==> src/rtl/multi_axis_motion_predictor.sv <==
// Per-axis linear extrapolator over a 2^HIST_LOG2+1 sample history ring; pred_valid pulses 2 cycles after the triggering accept.
// s_ready drops while a prediction is in flight (CALC/EMIT), on flush and during reset; duplicates are consumed without effect.
module multi_axis_motion_predictor #(
    parameter int COORD_W      = 8,
    parameter int NAXES        = 2,
    parameter int HIST_LOG2    = 4,
    parameter int LOOKAHEAD    = 10,
    parameter int UPDATE_EVERY = 10
) (
    input  logic                     clk50mhz,
    input  logic                     rst,
    input  logic                     s_valid,
    output logic                     s_ready,
    input  logic [NAXES*COORD_W-1:0] s_pos,
    input  logic [1:0]               mode,
    input  logic                     flush,
    output logic                     pred_valid,
    output logic [NAXES*COORD_W-1:0] pred_pos,
    output logic [NAXES-1:0]         pred_sat,
    output logic                     hist_full
);
    localparam int DEPTH = (1 << HIST_LOG2) + 1;
    localparam int PTR_W = $clog2(DEPTH);
    localparam int CNT_W = $clog2(DEPTH + 1);
    localparam int P_W   = COORD_W + 10;

    localparam logic [CNT_W-1:0]       DEPTH_C = CNT_W'(DEPTH);
    localparam logic [CNT_W-1:0]       ALMOST  = CNT_W'(DEPTH - 1);
    localparam logic [PTR_W-1:0]       PTR_END = PTR_W'(DEPTH - 1);
    localparam logic [7:0]             UPD_C   = 8'(UPDATE_EVERY);
    localparam logic [COORD_W-1:0]     MID     = COORD_W'(1 << (COORD_W - 1));
    localparam logic signed [P_W-1:0]  MAXV    = P_W'((1 << COORD_W) - 1);
    localparam logic signed [P_W-1:0]  LOOK_C  = P_W'(LOOKAHEAD);

    typedef enum logic [1:0] {COLLECT, CALC, EMIT} state_t;

    state_t                   state;
    logic [NAXES*COORD_W-1:0] ring [DEPTH];
    logic [PTR_W-1:0]         wr_ptr;
    logic [CNT_W-1:0]         count;
    logic [7:0]               trig_cnt;
    logic [NAXES*COORD_W-1:0] last_dat;
    logic                     last_vld;
    logic                     passthru;
    logic [NAXES*COORD_W-1:0] res_dat;
    logic [NAXES-1:0]         res_sat;
    logic [NAXES*COORD_W-1:0] calc_pos;
    logic [NAXES-1:0]         calc_sat;

    logic       accept_vld, dup, store_vld, fire;
    logic [7:0] trig_nxt;

    assign s_ready    = (state == COLLECT) && !flush && !rst;
    assign accept_vld = s_valid && s_ready;
    assign dup        = last_vld && (s_pos == last_dat);
    assign store_vld  = accept_vld && !dup;

    // Counter is primed on the filling sample so the first full history fires immediately in mode 0.
    assign trig_nxt = (count == ALMOST)  ? UPD_C :
                      (count == DEPTH_C) ? trig_cnt + 8'd1 : trig_cnt;
    assign fire     = store_vld && ((mode == 2'd1) || ((mode == 2'd0) && (trig_nxt == UPD_C)));

    // With a full ring the slot about to be overwritten is the oldest sample.
    for (genvar k = 0; k < NAXES; k++) begin : g_axis
        logic [COORD_W-1:0]      newest, oldest;
        logic signed [COORD_W:0] delta, vel;
        logic signed [P_W-1:0]   p;
        logic                    neg, over;

        assign newest = last_dat[k*COORD_W +: COORD_W];
        assign oldest = ring[wr_ptr][k*COORD_W +: COORD_W];
        assign delta  = $signed({1'b0, newest}) - $signed({1'b0, oldest});
        assign vel    = delta >>> HIST_LOG2;
        assign p      = $signed({{(P_W-COORD_W){1'b0}}, newest}) + P_W'(vel) * LOOK_C;
        assign neg    = p[P_W-1];
        assign over   = !neg && (p > MAXV);
        assign calc_sat[k] = neg || over;
        assign calc_pos[k*COORD_W +: COORD_W] = neg  ? '0 :
                                                over ? '1 : p[COORD_W-1:0];
    end

    always_ff @(posedge clk50mhz) begin
        if (store_vld) ring[wr_ptr] <= s_pos;
    end

    always_ff @(posedge clk50mhz) begin
        if (rst) begin
            state      <= COLLECT;
            wr_ptr     <= '0;
            count      <= '0;
            trig_cnt   <= '0;
            last_dat   <= '0;
            last_vld   <= 1'b0;
            passthru   <= 1'b0;
            res_dat    <= '0;
            res_sat    <= '0;
            pred_valid <= 1'b0;
            pred_pos   <= {NAXES{MID}};
            pred_sat   <= '0;
            hist_full  <= 1'b0;
        end else begin
            pred_valid <= 1'b0;
            if (flush) begin
                state     <= COLLECT;
                count     <= '0;
                trig_cnt  <= '0;
                hist_full <= 1'b0;
                last_vld  <= 1'b0;
            end else begin
                case (state)
                    COLLECT: begin
                        if (store_vld) begin
                            wr_ptr    <= (wr_ptr == PTR_END) ? '0 : wr_ptr + PTR_W'(1);
                            last_dat  <= s_pos;
                            last_vld  <= 1'b1;
                            if (count != DEPTH_C) count <= count + CNT_W'(1);
                            hist_full <= (count >= ALMOST);
                            trig_cnt  <= fire ? 8'd0 : trig_nxt;
                            if (fire) begin
                                passthru <= (mode == 2'd1);
                                state    <= CALC;
                            end
                        end
                    end
                    CALC: begin
                        res_dat <= passthru ? last_dat : calc_pos;
                        res_sat <= passthru ? '0 : calc_sat;
                        state   <= EMIT;
                    end
                    EMIT: begin
                        pred_pos   <= res_dat;
                        pred_sat   <= res_sat;
                        pred_valid <= 1'b1;
                        state      <= COLLECT;
                    end
                    default: state <= COLLECT;
                endcase
            end
        end
    end
endmodule

==> config.mk <==
export PLATFORM = sky130hd
export DESIGN_NAME = multi_axis_motion_predictor
export DESIGN_NICKNAME = d
export VERILOG_FILES = /design/src/rtl/multi_axis_motion_predictor.sv
export SDC_FILE = /design/constraint.sdc
export NUM_CORES = 1
export LEC_CHECK = 0
export ABC_CLOCK_PERIOD_IN_PS = 9650
export CORE_MARGIN = 3
export CORE_UTILIZATION = 35
export CTS_CLUSTER_DIAMETER = 50
export DETAILED_ROUTE_END_ITERATION = 10
export PLACE_DENSITY = 0.61
export REMOVE_ABC_BUFFERS = 1
export SYNTH_ARGS = -nofsm -noshare
export SYNTH_HDL_FRONTEND = slang
export SYNTH_SLANG_ARGS = --single-unit
==> constraint.sdc <==
create_clock -name clk50mhz -period 9.65 [get_ports clk50mhz]
set_input_delay 1.93 -clock clk50mhz [delete_from_list [all_inputs] [get_ports clk50mhz]]
set_output_delay 1.93 -clock clk50mhz [all_outputs]
set_load 0.05 [all_outputs]
==> results of run 1 <==
==> placed cells by master, fill, tap and decap left out, types with 5 or more instances in the layout <==
master	count
a211oi_1	8
a211oi_2	9
a21o_1	12
a21oi_1	53
and2_1	20
and3_1	5
buf_4	22
clkbuf_1	10
clkbuf_16	39
clkdlybuf4s50_1	41
clkinv_2	7
dfxtp_1	79
edfxtp_1	272
ha_1	53
inv_1	28
mux2i_1	36
mux4_2	78
nand2_1	61
nand2b_1	6
nand3_1	7
nand3b_1	12
nand4_1	7
nor2_1	65
nor2b_1	8
nor3_1	9
nor4_1	5
o21a_1	5
o21ai_0	24
o21ai_1	11
or3_1	6
xnor2_1	22
xor2_1	26
==> sequential cells by signal, indices dropped and copies added (netlist names), named ones only <==
| register | count |
|---|---|
| count | 5 |
| hist_full | 1 |
| last_dat | 16 |
| last_vld | 1 |
| passthru | 1 |
| pred_pos | 16 |
| pred_sat | 2 |
| pred_valid | 1 |
| res_dat | 16 |
| res_sat | 2 |
| ring | 272 |
| state | 2 |
| trig_cnt | 8 |
| wr_ptr | 5 |
==> power breakdown <==
| group | switching (mW) | leakage (nW) | internal [mW] |
|---|---|---|---|
| Combinational | 0.172 | 2.35 | 0.139 |
| Sequential | 0.0139 | 3.10 | 1.64 |
| Clock | 0.591 | 0.594 | 0.811 |
| Total | 0.777 | 6.05 | 2.59 |
==> metal layers <==
layer	global-route usage	vias up	routed length (um)
met5	0	-	15
met4	0.0309	2	493
met3	0.0258	46	1680
met2	0.231	201	16100
met1	0.203	4422	15300
li1	-	4107	-
==> path summary, 6_finish.rpt <==
kind / endpoint / slack [ns] / cells past startpoint
worst max-delay path: res_dat[2] / 2.20 / 22
worst min-delay path: pred_pos[3] / 0.45 / 2
worst min register to register: pred_pos[3] / 0.45 / 2
worst max register to register: res_dat[2] / 2.20 / 22
==> kinds of logic after synthesis <==
kind of cell,after synthesis,share of synthesized area
buffers and inverters,71,0.0179
xor gates and xnor gates,48,0.0270
muxes,115,0.137
adders and majority gates,57,0.0477
AOI/OAI and AO/OA,156,0.0664
DFF,353,0.629
and+or+nand+nor,234,0.0757
==> worst register-to-register path, stage by stage (launching register included) <==
cell      delay, ns
dfxtp_4        0.91
buf_4          0.61
mux4_2         0.59
mux4_2         0.47
mux2i_1        0.17
ha_1           0.29
and3_1         0.22
and3_1         0.20
o31a_1         0.26
nor3_1         0.58
xor2_1         0.33
ha_1           0.29
a21o_1         0.15
a21o_1         0.24
xnor2_1        0.16
ha_1           0.32
inv_1          0.08
or3_1          0.37
nor4b_1        0.26
nand4_1        0.14
nand4_1        0.15
and2_1         0.38
a211oi_2       0.12
==> through the flow <==
stage	util	worst slack, ns	instance area [um^2]	power [mW]
after CTS	0.412	2.08	17900	3.41
after floorplan	-	1.28	15400	1.91
after global placement	0.384	2.29	16700	2.00
after global routing	0.412	1.57	17900	3.52
final	0.412	2.20	17900	3.37
after detailed placement	0.384	2.14	16700	2.00
==> area by class of cell <==
type                    count  area, um^2
flip-flops and latches    353        9790
clock inverters            18         176
well taps                 585         732
clock buffers              50        1020
inverters                  28         105
fillers                  4050       25600
repair buffers             64         581
multi-input cells         610        5520
==> flow_summary.json, run 1 <==
{
  "synth_most_common_cell": "edfxtp_1",
  "fin_nets": 1175,
  "fp.dieW_um": 217,
  "crit_path_top_delay_cell": "dfxtp_4",
  "critPathCaptureType": "flip-flop",
  "hold_start": "pred_pos[3]",
  "viasPerCell": 5.14,
  "synth_seq_cells": 353,
  "hold_violations": 0,
  "dieArea_um2": 47100,
  "routed_wirelength_um": 33700,
  "synth_edf_count": 272,
  "maxCapViolations": 0,
  "antenna_cells": 0,
  "fin_skew_ns": 0.0163,
  "crit_type": "reg2reg",
  "start_kind": "flip-flop",
  "synth_area_leader_cell": "edfxtp_1",
  "whs_ns": 0.450,
  "synth_top_area_share": 0.524,
  "place.gp.congestion": 0.785,
  "clock_latency_ns": 0.54,
  "cts_tree": "built",
  "die_y_um": 217,
  "ctsResizeCount": 0,
  "cts_max_level": 2,
  "row_count": 76,
  "crit_family": "simple AND/OR/NAND/NOR gates",
  "ios": 43,
  "cts_sinks": 353,
  "finalSetupViolations": 0,
  "portBuffers": 42,
  "initial_core_util": 0.358,
  "ys_top_cells_by_count": "edfxtp_1 (272), dfxtp_1 (81), mux4_2 (78), nor2_1 (65), nand2_1 (61)",
  "dp_cells": 1640,
  "tns_ns": 0,
  "status": "finished clean",
  "fmax_mhz": 134,
  "drv_slew": 0,
  "path_clk_slew_ns": 0.06,
  "ys_seq_area_frac": 0.629,
  "hpwl_um": 20900,
  "tightest_slew_ns": 1.14,
  "num_vias": 8778,
  "path_max_fanout": 42,
  "max_slew_margin": 0.237,
  "yosysUniqueCellTypes": 66,
  "synthTopCellsByArea": "edfxtp_1 (52%), mux4_2 (11%), dfxtp_1 (10%), ha_1 (4.3%), mux2i_1 (2.3%)",
  "ant_nets": 0,
  "yosys_warnings": 0,
  "p_leak_nw": 6.05,
  "powerDensity_nw_per_um2": 188,
  "avgSynthCellArea_um2": 15.1,
  "antenna_found_initial": 1,
  "coreArea_um2": 43600,
  "grt_pass1_vias": 8633,
  "syn-cell-area_um2": 15600,
  "crit_top_cell": "ha_1",
  "grt_use_total": 0.143,
  "min_period_ns": 7.45,
  "cts_hold_buf": 0,
  "slowest_delay_ns": 0.91,
  "fin_crit_sh": 0.772,
  "clock-root-buffer": "clkbuf_16",
  "drc_errors": 0,
  "synth_top_flop_cell": "edfxtp_1",
  "grt_max_degree": 50,
  "rsz0062_at_grt": "no",
  "critPathBufInv": 2,
  "cp.required_ns": 10.04,
  "post-cts-setup-buffer-count": 0,
  "path_cells": "buf_4 > mux4_2 > mux4_2 > mux2i_1 > ha_1 > and3_1 > and3_1 > o31a_1 > nor3_1 > xor2_1 > ha_1 > a21o_1 > a21o_1 > xnor2_1 > ha_1 > inv_1 > or3_1 > nor4b_1 > nand4_1 > nand4_1 > and2_1 > a211oi_2",
  "grt_overflow": 0,
  "grt_pass1_wl_um": 52000,
  "cts-buffers-inserted": 39,
  "layout-drive-gt1-share": 0.159,
  "cts.path.max_buffers": 3,
  "synthCells": 1034,
  "hold_class": "reg2reg",
  "peakVddDrop_mv": 0.103,
  "layout.cells.non_filler": 1708,
  "drt_first_pass_iters": 6,
  "dr.first_iter.drc_count": 606,
  "wl_per_cell_um": 19.7,
  "syn_to_final_growth_pct": 15.1,
  "crit_arrival_ns": 7.84,
  "synthArstFlopShare": 0
}
Note: power is estimated with default switching activity, not from simulation.
==> run 2, diff against run 1 <==
--- a/config.mk
+++ b/config.mk
@@ -5,12 +5,12 @@
 export SDC_FILE = /design/constraint.sdc
 export NUM_CORES = 1
 export LEC_CHECK = 0
-export ABC_CLOCK_PERIOD_IN_PS = 9650
+export ABC_CLOCK_PERIOD_IN_PS = 6100
 export CORE_MARGIN = 3
 export CORE_UTILIZATION = 35
 export CTS_CLUSTER_DIAMETER = 50
 export DETAILED_ROUTE_END_ITERATION = 10
-export PLACE_DENSITY = 0.61
+export PLACE_DENSITY = 0.63
 export REMOVE_ABC_BUFFERS = 1
 export SYNTH_ARGS = -nofsm -noshare
 export SYNTH_HDL_FRONTEND = slang
==> constraint.sdc (replaced) <==
create_clock -name clk50mhz -period 6.1 [get_ports clk50mhz]
set_input_delay 1.22 -clock clk50mhz [delete_from_list [all_inputs] [get_ports clk50mhz]]
set_output_delay 1.22 -clock clk50mhz [all_outputs]
set_load 0.05 [all_outputs]
==> run 2 against run 1 <==
Cell area rose by 5.3%. Count of clock-buffer cells in the layout decreased by 1. Critical path depth up 6. Die area is the same. Sequential share of layout area down 2.7 points. First-iteration DRC count up 29%. Non-clock buffer count increased by 58. Critical endpoint is now res_dat[10]. Largest power group unchanged.
==> flow_summary.json, run 2 (synthesis gave the netlist of run 1 again) <==
{
  "status": "finished clean",
  "portBuffers": 42,
  "routed_wirelength_um": 36300,
  "cts_hold_buf": 0,
  "hpwl_um": 23700,
  "coreArea_um2": 43600,
  "max_slew_margin": 0.265,
  "drt_first_pass_iters": 5,
  "tightest_slew_ns": 1.10,
  "path_max_fanout": 8,
  "initial_core_util": 0.358,
  "cts_sinks": 353,
  "slowest_delay_ns": 0.53,
  "place.gp.congestion": 0.783,
  "crit_arrival_ns": 6.42,
  "path_clk_slew_ns": 0.06,
  "clock-root-buffer": "clkbuf_16",
  "reg2reg_depth": 28,
  "fin_crit_sh": 0.978,
  "regArea_um2": 9800,
  "cts_max_level": 2,
  "tns_ns": 0,
  "antenna_cells": 0,
  "whs_endpoint": "pred_pos[10]",
  "fmax_mhz": 168,
  "ios": 43,
  "drc_errors": 0,
  "grt_use_total": 0.152,
  "dpl_worst_slack_ns": -0.0967,
  "critPathCaptureType": "flip-flop",
  "hold_violations": 0,
  "fillerInstances": 3909,
  "row_count": 76,
  "peakVddDrop_mv": 0.192,
  "grt_pass1_vias": 9196,
  "p_leak_nw": 6.49,
  "wl_per_cell_um": 20.5,
  "dr.first_iter.drc_count": 783,
  "cts-buffers-inserted": 39,
  "ant_nets": 0,
  "fin_skew_ns": 0.0137,
  "fin_util": 0.433,
  "fin_nets": 1233,
  "rsz0062_at_grt": "yes",
  "cts_tree": "built",
  "syn_to_final_growth_pct": 21.2,
  "multi_input_area_um2": 5770,
  "grt_pass1_wl_um": 55200,
  "layout_common_cells": "edfxtp_1 (272), dfxtp_1 (79), mux4_2 (78), buf_4 (72), nor2_1 (64)",
  "maxCapViolations": 0,
  "largest-register": "ring",
  "hold_start": "pred_pos[10]",
  "fp.dieW_um": 217,
  "num_vias": 9163,
  "start_kind": "flip-flop",
  "layout-drive-gt1-share": 0.243,
  "min_period_ns": 5.97,
  "die_y_um": 217,
  "grt_overflow": 0,
  "mostFrequentLayoutCell": "edfxtp_1",
  "powerDensity_nw_per_um2": 304,
  "largest_reg_flops": 272,
  "crit_path_top_delay_cell": "mux4_2",
  "dieArea_um2": 47100,
  "crit_type": "reg2reg",
  "clock_latency_ns": 0.54,
  "whs_ns": 0.452,
  "viasPerCell": 5.18,
  "drv_slew": 0,
  "rr_endpoint": "res_dat[10]",
  "setup_ws_ns": 0.134,
  "finalSetupViolations": 0,
  "cp.required_ns": 6.55,
  "grt_max_degree": 53,
  "cts.path.max_buffers": 3,
  "hold_class": "reg2reg",
  "reg2reg_slack_ns": 0.13,
  "hold_depth": 2,
  "antenna_found_initial": 0
}
## run 2: cell types whose count changed in the layout (fill, tap and decap cells not counted), sizes merged
cell	delta
buf	+57
bufinv	+4
## run 2: routing by layer
layer	up-vias	routed length [um]	GRT usage
li1	4227	-	-
met1	4617	15800	0.209
met2	262	17500	0.252
met3	57	2240	0.0269
met4	0	756	0.0385
met5	-	0	0
## run 2: timing repair
action | 4_1_cts | 5_1_grt
cloned | 0 | 1
buffers inserted | 3 | 11
resized for setup | 4 | 50
setup endpoints to repair | 16 | 18
pin swaps | 1 | 37
## run 2: worst max path at each step
stage / from / endpoint / slack (ns) / cells after the start
3_5_place_dp: flip-flop / res_dat[13] / -0.1 / 29
3_3_place_gp: flip-flop / res_dat[14] / -0.03 / 28
4_1_cts: flip-flop / res_dat[7] / 0.02 / 26
2_1_floorplan: flip-flop / res_dat[11] / -2.27 / 26
5_1_grt: flip-flop / res_dat[10] / -0.14 / 28
6_report: flip-flop / res_dat[10] / 0.13 / 28
## run 2: critical path: cells and delay by family (launching register included)
family	cells	cell delay [ns]
flops	1	0.39
simple gates	3	0.29
fa+ha+maj	5	1.42
xor+xnor	2	0.40
compound gates	10	1.59
mux	4	1.36
buf+inv	4	0.42
## run 2: layout make-up
| class | instances | area share |
|---|---|---|
| flip-flops and latches | 353 | 0.519 |
| well taps | 585 | 0.0388 |
| repair buffers | 122 | 0.0594 |
| clock inverters | 22 | 0.0167 |
| multi-input cells | 610 | 0.306 |
| clock buffers | 49 | 0.0548 |
| inverters | 28 | 0.00557 |
## run 2: through the flow
stage	power (mW)	cell area, um^2	instances
5_1_grt	5.94	18900	1769
3_5_place_dp	3.21	17100	1683
2_1_floorplan	3.02	15400	991
6_report	5.73	18900	1769
3_3_place_gp	3.20	17100	1683
4_1_cts	5.67	18500	1757
## run 2: report_power, final
| group | internal, mW | leakage [nW] | total (mW) | switching [mW] |
|---|---|---|---|---|
| registers | 2.60 | 3.10 | 2.61 | 0.0139 |
| logic | 0.319 | 2.73 | 0.660 | 0.341 |
| clock network | 1.48 | 0.663 | 2.46 | 0.977 |
==> run 3, diff against run 2 <==
--- a/config.mk
+++ b/config.mk
@@ -5,7 +5,7 @@
 export SDC_FILE = /design/constraint.sdc
 export NUM_CORES = 1
 export LEC_CHECK = 0
-export ABC_CLOCK_PERIOD_IN_PS = 6100
+export ABC_CLOCK_PERIOD_IN_PS = 4900
 export CORE_MARGIN = 3
 export CORE_UTILIZATION = 35
 export CTS_CLUSTER_DIAMETER = 50
==> constraint.sdc (replaced) <==
create_clock -name clk50mhz -period 4.9 [get_ports clk50mhz]
set_input_delay 0.98 -clock clk50mhz [delete_from_list [all_inputs] [get_ports clk50mhz]]
set_output_delay 0.98 -clock clk50mhz [all_outputs]
set_load 0.05 [all_outputs]
==> run 3 against run 2 <==
The flow now finishes with violations (setup timing). Clock skew increased by 0.0092 ns. Die area unchanged. Cell area increased by 3.8%. Worst hold slack got worse by 0.0012 ns. Sequential power increased by 25%. Worst setup slack got worse by 1.2 ns. Count of clock-buffer cells in the layout increased by 1. Fmax increased by 0.38%. Sequential share of layout area decreased by 1.9 points. Critical path type unchanged. Critical endpoint is now res_dat[5].
==> flow_summary.json, run 3 (synthesis gave the netlist of run 1 again) <==
{
  "path_max_fanout": 7,
  "post_dp_cell_area_um2": 17900,
  "reg2reg_depth": 26,
  "routed_wirelength_um": 36900,
  "crit_arrival_ns": 6.35,
  "min_period_ns": 5.94,
  "cp.required_ns": 5.31,
  "viasPerCell": 5.09,
  "finalPower_mw": 7.04,
  "antenna_cells": 0,
  "tns_ns": -17.60,
  "layout-drive-gt1-share": 0.303,
  "layout_common_cells": "edfxtp_1 (272), buf_4 (163), dfxtp_1 (79), mux4_2 (78), nor2_1 (64)",
  "tightest_slew_ns": 1.06,
  "largest_reg_flops": 272,
  "hold_start": "pred_pos[8]",
  "powerDensity_nw_per_um2": 359,
  "initial_core_util": 0.358,
  "fmax_mhz": 168,
  "wl_per_cell_um": 19.8,
  "path_clk_slew_ns": 0.06,
  "grt_pass1_vias": 9721,
  "p_leak_nw": 6.95,
  "whs_endpoint": "pred_pos[8]",
  "drt_first_pass_iters": 5,
  "num_vias": 9480,
  "setup_ws_ns": -1.04,
  "dpl_worst_slack_ns": -1.24,
  "status": "finished, violations left",
  "cts_tree": "built",
  "hold_class": "reg2reg",
  "hold_depth": 2,
  "grt_overflow": 0,
  "peakVddDrop_mv": 0.236,
  "reg2reg_slack_ns": -1.04,
  "critPathCaptureType": "flip-flop",
  "cts_sinks": 353,
  "cts.path.max_buffers": 3,
  "drv_slew": 0,
  "violations": "setup timing",
  "cts_max_level": 2,
  "cts-buffers-inserted": 40,
  "place.gp.congestion": 0.823,
  "crit_family": "simple AND/OR/NAND/NOR gates",
  "rr_endpoint": "res_dat[5]",
  "portBuffers": 42,
  "clock_latency_ns": 0.54,
  "grt_pass1_wl_um": 56800,
  "row_count": 76,
  "max_slew_margin": 0.296,
  "fillerInstances": 3911,
  "fin_nets": 1330,
  "slowest_delay_ns": 0.51,
  "fp.dieW_um": 217,
  "fin_crit_sh": 1.21,
  "crit_type": "reg2reg",
  "die_y_um": 217,
  "ios": 43,
  "hpwl_um": 25100,
  "largest-register": "ring",
  "syn_to_final_growth_pct": 25.7,
  "start_kind": "flip-flop",
  "coreArea_um2": 43600,
  "dr.first_iter.drc_count": 629,
  "grt_max_degree": 53,
  "critPathBufInv": 5,
  "fin_skew_ns": 0.0229,
  "fin_area_um2": 19600,
  "whs_ns": 0.451,
  "hold_violations": 0,
  "grt_use_total": 0.156,
  "ant_nets": 0,
  "mostFrequentLayoutCell": "edfxtp_1",
  "crit_path_top_delay_cell": "mux4_2",
  "crit_top_cell": "ha_1",
  "antenna_found_initial": 0,
  "finalSetupViolations": 18,
  "drc_errors": 0,
  "maxCapViolations": 0,
  "rsz0062_at_grt": "yes",
  "clock-root-buffer": "clkbuf_16",
  "dieArea_um2": 47100
}
## run 3: cell types whose count changed in the layout (fill, tap and decap cells not counted), sizes merged
cell	delta
inv	-3
clkinvlp	+2
buf	+97
clkinv	+3
bufinv	-5
## run 3: per-stage QoR
| step | util | cells |
|---|---|---|
| finish | 0.450 | 1863 |
| global route | 0.450 | 1863 |
| CTS | 0.445 | 1857 |
| detailed placement | 0.411 | 1777 |
| global placement | 0.411 | 1777 |
| floorplan | - | 991 |
## run 3: timing repair
action / 4_1_cts / 5_1_grt
endpoints found under the setup margin: 18 / 18
cloned: 0 / 0
hold endpoints to repair: 0 / 0
pin swaps: 55 / 24
setup buffers: 12 / 6
gates resized for setup: 41 / 23
hold buffers: 0 / 0
## run 3: metal layers
layer	wire [um]	GRT usage	vias to the layer above
met5	0	0	-
met4	826	0.0446	0
met1	16300	0.209	4789
met3	1750	0.0264	50
li1	-	-	4439
met2	18100	0.265	202
## run 3: worst reg2reg max path, stage by stage (launching register included)
cell and delay (ns):
dfxtp_4 0.43, buf_12 0.14, buf_6 0.14, buf_12 0.13, mux4_2 0.51, mux4_2 0.50, mux2i_2 0.21, ha_1 0.27
o21a_1 0.18, or2_1 0.24, and3_4 0.16, o31a_1 0.26, nor3_2 0.16, buf_4 0.15, xor2_2 0.15, ha_1 0.26
a21o_1 0.19, a21o_1 0.18, xnor2_1 0.14, ha_1 0.30, inv_1 0.05, or3_1 0.33, nor4b_2 0.23, nand4_1 0.12
nand4_1 0.10, and2_4 0.22, a211oi_2 0.08
## run 3: worst max path at each step
| stage | start | to | cells after the start |
|---|---|---|---|
| CTS | flip-flop | res_dat[13] | 27 |
| global route | flip-flop | res_dat[12] | 28 |
| global placement | flip-flop | res_dat[14] | 28 |
| floorplan | flip-flop | res_dat[11] | 26 |
| finish | flip-flop | res_dat[5] | 26 |
| detailed placement | flip-flop | res_dat[11] | 27 |
## run 3: area by class of cell
type                    instances  area, um^2  share of cell area
repair buffers                218        1870              0.0956
multi-input cells             610        5820               0.297
flip-flops and latches        353        9790               0.500
inverters                      28         105             0.00537
clock inverters                19         168             0.00856
clock buffers                  50        1090              0.0558
well taps                     585         732              0.0374
## run 3: power by group
part / switching (mW) / total, mW / internal, mW
registers: 0.0126 / 3.25 / 3.23
clock network: 1.19 / 2.84 / 1.65
logic: 0.452 / 0.953 / 0.501
